--- config.mk ---
export PLATFORM = sky130hd
export DESIGN_NAME = axis_src_frame_rx
export DESIGN_NICKNAME = d
export VERILOG_FILES = /design/src/rtl/axis_src_frame_rx.sv
export SDC_FILE = /design/constraint.sdc
export NUM_CORES = 1
export LEC_CHECK = 0
export BUFFER_PORTS_ARGS = -buffer_cell sky130_fd_sc_hd__buf_2
export CORE_AREA = 4 4 158 99
export DETAILED_ROUTE_END_ITERATION = 10
export DIE_AREA = 0 0 162 103
export PLACE_DENSITY_LB_ADDON = 0.15
export SYNTH_ARGS = -nofsm -noshare
export SYNTH_HDL_FRONTEND = slang
export SYNTH_SLANG_ARGS = --single-unit
--- constraint.sdc ---
create_clock -name clk -period 7.85 [get_ports clk]
set_clock_uncertainty 0.05 [all_clocks]
set_input_delay 1.1775 -clock clk [delete_from_list [all_inputs] [get_ports clk]]
set_output_delay 1.1775 -clock clk [all_outputs]
set_load 0.05 [all_outputs]
--- src/rtl/axis_src_frame_rx.sv ---
// axis_src_frame_rx: receives source pixels from an AXI-Stream slave and frames them
// into SRC_IMG_WIDTH x SRC_IMG_HEIGHT using local row/col counters. It checks the
// SOF (tuser) and EOL (tlast) markers and the tkeep bytes, then buffers the tagged
// pixels in a 2-entry FIFO that feeds the upsampling core over a valid/ready port.
module axis_src_frame_rx #(
  parameter int AXIS_DATA_WIDTH = 32,
  parameter int AXIS_STRB_WIDTH = AXIS_DATA_WIDTH / 8,
  parameter int UPSP_DATA_WIDTH = 32,
  parameter int SRC_IMG_WIDTH   = 1920,
  parameter int SRC_IMG_HEIGHT  = 1080
) (
  input  logic                       clk,
  input  logic                       rst,
  input  logic                       en,
  input  logic                       err_clr,
  input  logic                       s_axis_tvalid,
  output logic                       s_axis_tready,
  input  logic [AXIS_DATA_WIDTH-1:0] s_axis_tdata,
  input  logic [AXIS_STRB_WIDTH-1:0] s_axis_tkeep,
  input  logic                       s_axis_tuser,
  input  logic                       s_axis_tlast,
  output logic                       upsp_valid,
  input  logic                       upsp_ready,
  output logic [UPSP_DATA_WIDTH-1:0] upsp_data,
  output logic                       upsp_sof,
  output logic                       upsp_eol,
  output logic                       upsp_eof,
  output logic                       frame_done,
  output logic                       err_sof,
  output logic                       err_eol,
  output logic                       err_keep
);

  // Counters keep at least one bit so that W=1 / H=1 still elaborate.
  localparam int CW = (SRC_IMG_WIDTH  > 1) ? $clog2(SRC_IMG_WIDTH)  : 1;
  localparam int RW = (SRC_IMG_HEIGHT > 1) ? $clog2(SRC_IMG_HEIGHT) : 1;
  localparam logic [CW-1:0] COL_LAST = CW'(SRC_IMG_WIDTH - 1);
  localparam logic [RW-1:0] ROW_LAST = RW'(SRC_IMG_HEIGHT - 1);

  typedef enum logic {IDLE, ACTIVE} state_t;

  state_t               state;
  logic [CW-1:0]        col;
  logic [RW-1:0]        row;

  logic [UPSP_DATA_WIDTH-1:0] fifo_data [2];
  logic [1:0]           fifo_sof;
  logic [1:0]           fifo_eol;
  logic [1:0]           fifo_eof;
  logic                 wr_ptr;
  logic                 rd_ptr;
  logic [1:0]           count;

  logic                 accept;
  logic                 push;
  logic                 pop;
  logic                 start;
  logic [CW-1:0]        pos_col;
  logic [RW-1:0]        pos_row;
  logic                 at_eol;
  logic                 at_eof;
  logic                 keep_bad;

  assign s_axis_tready = !rst && (count < 2'd2) && !(state == IDLE && !en);
  assign accept        = s_axis_tvalid && s_axis_tready;

  // An SOF beat always lands at (0,0); in IDLE only SOF beats are kept.
  assign start    = s_axis_tuser;
  assign push     = accept && (state == ACTIVE || start);
  assign pop      = (count != 2'd0) && upsp_ready;
  assign pos_col  = start ? '0 : col;
  assign pos_row  = start ? '0 : row;
  assign at_eol   = (pos_col == COL_LAST);
  assign at_eof   = at_eol && (pos_row == ROW_LAST);
  assign keep_bad = (s_axis_tkeep != '1);

  assign upsp_valid = (count != 2'd0);
  assign upsp_data  = fifo_data[rd_ptr];
  assign upsp_sof   = fifo_sof[rd_ptr];
  assign upsp_eol   = fifo_eol[rd_ptr];
  assign upsp_eof   = fifo_eof[rd_ptr];

  // FIFO storage, occupancy and pointers.
  always_ff @(posedge clk) begin
    if (rst) begin
      fifo_data[0] <= '0;
      fifo_data[1] <= '0;
      fifo_sof     <= '0;
      fifo_eol     <= '0;
      fifo_eof     <= '0;
      wr_ptr       <= 1'b0;
      rd_ptr       <= 1'b0;
      count        <= '0;
    end else begin
      if (push) begin
        fifo_data[wr_ptr] <= UPSP_DATA_WIDTH'(s_axis_tdata);
        fifo_sof[wr_ptr]  <= start;
        fifo_eol[wr_ptr]  <= at_eol;
        fifo_eof[wr_ptr]  <= at_eof;
        wr_ptr            <= ~wr_ptr;
      end
      if (pop) begin
        rd_ptr <= ~rd_ptr;
      end
      case ({push, pop})
        2'b10:   count <= count + 2'd1;
        2'b01:   count <= count - 2'd1;
        default: count <= count;
      endcase
    end
  end

  // Framing FSM: position counters, frame-done pulse and state.
  always_ff @(posedge clk) begin
    if (rst) begin
      state      <= IDLE;
      col        <= '0;
      row        <= '0;
      frame_done <= 1'b0;
    end else begin
      frame_done <= push && at_eof;
      if (push) begin
        if (at_eof) begin
          col   <= '0;
          row   <= '0;
          state <= IDLE;
        end else if (at_eol) begin
          col   <= '0;
          row   <= pos_row + 1'b1;
          state <= ACTIVE;
        end else begin
          col   <= pos_col + 1'b1;
          row   <= pos_row;
          state <= ACTIVE;
        end
      end
    end
  end

  // Sticky error flags; a new error in the clearing cycle keeps the flag set.
  always_ff @(posedge clk) begin
    if (rst) begin
      err_sof  <= 1'b0;
      err_eol  <= 1'b0;
      err_keep <= 1'b0;
    end else begin
      if (push && state == ACTIVE && start) err_sof <= 1'b1;
      else if (err_clr)                     err_sof <= 1'b0;
      if (push && (s_axis_tlast != at_eol)) err_eol <= 1'b1;
      else if (err_clr)                     err_eol <= 1'b0;
      if (push && keep_bad)                 err_keep <= 1'b1;
      else if (err_clr)                     err_keep <= 1'b0;
    end
  end

endmodule

==> reports/results.md <==
Routing
• **final routed wire length divided by cell count** 16.0 um
• **number of vias per cell** 4.96
• **via count of the routed design** 3419
• **post-route antenna net violation count** 0
• **DRC marker count from the first detailed-route iteration** 243
• **aggregate routed wire length** 11000 um
• **drc violations** 0
• **DR pass1 iterations** 4

Flow run
• **max-cap viol count** 0

Timing
• **setup repair after global routing missed its margin** no
• **Worst Hold Margin** 397 ps
• **hold violation count in the final report** 0
• **setup tns final** 0 ps
• **pins over their slew limit** 0
• **transition at the pin with the smallest max-transition slack** 1160 ps
• **slew margin rel.** 22.3%
• **max frequency** 274 MHz
• **post-route fraction of the period consumed by the critical path** 46.4%
• **min cycle time layout** 3640 ps
• **final-report setup violation count** 0

Cells and area
• **layout cells sized above 1** 30.1%
• **area of all placed cells without fillers** 5660 um^2
• **area grow syn2layout** 19.8%
• **commonest cells after routing, fill and taps aside** sky130_fd_sc_hd__buf_2 (84), sky130_fd_sc_hd__edfxtp_1 (64), sky130_fd_sc_hd__dfxtp_1 (38)
• **ant diodes** 0
• **final-stage net count** 534
• **Fillers** 1407
• **most common cell after layout, fill and taps aside** sky130_fd_sc_hd__buf_2

Floorplanning
• **Placeable Area** 14200 um^2
• **Die Width** 162 um
• **height of the die** 103 um
• **die area** 16700 um^2
• **number of standard-cell rows in the floorplan** 34
• **Initial Util** 33.2%
• **ports placed on the boundary** 85

Global routing
• **overflow left after global routing** 0
• **pin count of the biggest net entering global routing** 48
• **number of antenna violations at the first check in global routing** 0
• **global-route wire length before repair** 17400 um
• **via count of the first global-routing pass** 3257
• **overall routing resource usage** 13.3%

Clocking
• **clk sink count** 102
• **CTS clk-pin slew, worst paths** 70 ps
• **Hold Buf Count CTS** 0
• **latest clock arrival within the worst-skew pair** 340 ps
• **post-CTS resize count** 0
• **number of buffers inserted during clock tree synthesis** 9
• **number of setup buffers added after CTS** 0
• **number of levels in the clock H-tree** 3
• **Clock Root Buffer** sky130_fd_sc_hd__clkbuf_16
• **CTS Buffer Depth** 2
• **TritonCTS clock tree** built

Critical path
• **Crit Path Max Fanout** 32
• **Max stage delay on crit path** 820 ps
• **cell type of the slowest stage on the worst timing path** sky130_fd_sc_hd__nor4_4
• **kind of start point of the critical path** input port
• **Setup Crit Path Kind** input port to flip-flop
• **number of buffer and inverter instances along the worst setup path** 1
• **family with the most delay on the worst path** simple AND/OR/NAND/NOR gates
• **endpoint class of the critical path** flip-flop
• **required time at the worst-slack endpoint** 8030 ps
• **arrival time of data at the critical path endpoint** 3820 ps
• **critical path cell sequence** buf_2 > nor2b_1 > ha_1 > nand3_2 > nor4_4 > a21oi_1 > and4_1 > a311o_1
• **r2r setup slk** 5060 ps

Synthesis
• **post-synthesis instance total** 418
• **Yosys Warn Count** 0
• **area of the mapped netlist** 4720 um^2
• **count of distinct cell types in the synthesized netlist** 49
• **async set-reset flop share out of synthesis** 0%
• **average instance area after synthesis** 11.3 um^2
• **EDFF count, synth** 64
• **Most used DFF post-synth** sky130_fd_sc_hd__edfxtp_1
• **#FFs+latches synth** 102
• **nets in the synthesized netlist** 465
• **proportion of synthesized chip area in sequential cells** 56.8%

Placed design
• **post-DP HPWL** 6930 um
• **placer's final routability congestion estimate** 0.742
• **instance area after placement** 5340 um^2
• **Buffers on Ports** 84

Power and ir drop
• **Power Total** 1.25 mW
• **cell area power density** 222 nW/um^2
• **leakage power** 2.27 nW
• **worst voltage drop across the vdd grid** 102 uV

Worst hold path
• **type of the most critical hold path** flip-flop to flip-flop

Outcome
• **outcome** complete, no violations

power by group:
group          internal, mW  switching, mW  leakage [nW]
combinational        0.0515          0.123          1.14
clock                 0.281          0.204         0.154
sequential            0.587        0.00689         0.971
total                 0.920          0.334          2.27
tightest hold or removal path, delay by kind of cell, from the launching register on:
| family | cells | cell delay [ps] |
|---|---|---|
| AOI/OAI and AO/OA | 1 | 50 |
| DFF | 1 | 310 |
| and+or+nand+nor | 1 | 50 |
path summary, 6_finish.rpt:
kind,startpoint,to,depth (start not counted)
setup / recovery,s_axis_tuser,row[10]$_SDFFE_PP0P_,8
hold / removal,col[0]$_SDFFE_PP0P_,col[0]$_SDFFE_PP0P_,2
setup reg to reg,col[0]$_SDFFE_PP0P_,row[10]$_SDFFE_PP0P_,7
hold reg to reg,col[0]$_SDFFE_PP0P_,col[0]$_SDFFE_PP0P_,2
cell type report:
type,count,area (um^2),area share (%)
well taps,198,248,4.38
multi-input cells,279,1920,33.9
clock buffers,9,225,3.98
repair buffers,91,473,8.36
inverters,4,15.0,0.265
clock inverters,7,95.1,1.68
flip-flops and latches,102,2680,47.4
synth_stat cells (all sizes together), types with 3 or more instances:
library cell | n | area (um^2)
a21o | 3 | 22.5
a21oi | 21 | 105
a311oi | 3 | 26.3
a31oi | 6 | 37.5
and2 | 33 | 206
and3 | 37 | 231
and4 | 3 | 26.3
buf | 5 | 18.8
clkbuf | 28 | 105
dfxtp | 38 | 761
edfxtp | 64 | 1920
ha | 3 | 37.5
inv | 4 | 15.0
mux2 | 35 | 394
mux2i | 4 | 40.0
nand2 | 22 | 82.6
nand3 | 14 | 75.1
nand4 | 5 | 31.3
nor2 | 19 | 71.3
nor2b | 6 | 37.5
nor3 | 6 | 30.0
nor3b | 3 | 22.5
nor4 | 5 | 37.5
o21ai | 8 | 40.0
or2 | 3 | 18.8
or3 | 5 | 31.3
or4 | 5 | 37.5
xnor2 | 4 | 35.0
logic make-up (layout without fill, tap and decap cells):
family	Yosys count	in the layout	synth area share (%)
mux	39	39	9.20
xor+xnor	5	5	0.928
buf+inv	37	111	2.94
simple gates	174	174	21.3
compound gates	58	58	8.03
flops	102	102	56.8
fa+ha+maj	3	3	0.795
metrics by stage:
stage	cells	worst slack [ps]	utilization [%]
after floorplan	418	2880	-
after global placement	674	3950	37.5
after detailed placement	674	3840	37.5
after CTS	690	4210	39.8
after global routing	690	3910	39.8
final	690	4210	39.8
registers in the layout, indices dropped and copies added (netlist names), named ones only:
signal      flops
col            11
fifo_eol        2
fifo_eof        2
rd_ptr          1
row            11
count           2
state           1
err_eol         1
err_keep        1
fifo_sof        2
fifo_data      64
frame_done      1
err_sof         1
wr_ptr          1
layer usage:
metal	GRT usage, %	share of wire [%]	vias to the layer above
met5	0	0	-
met4	3.70	0.73	0
met1	18.8	49	1639
met3	3.36	5.3	4
met2	20.6	45	84
li1	-	-	1692
No activity file was read; power rests on OpenSTA's default activity.
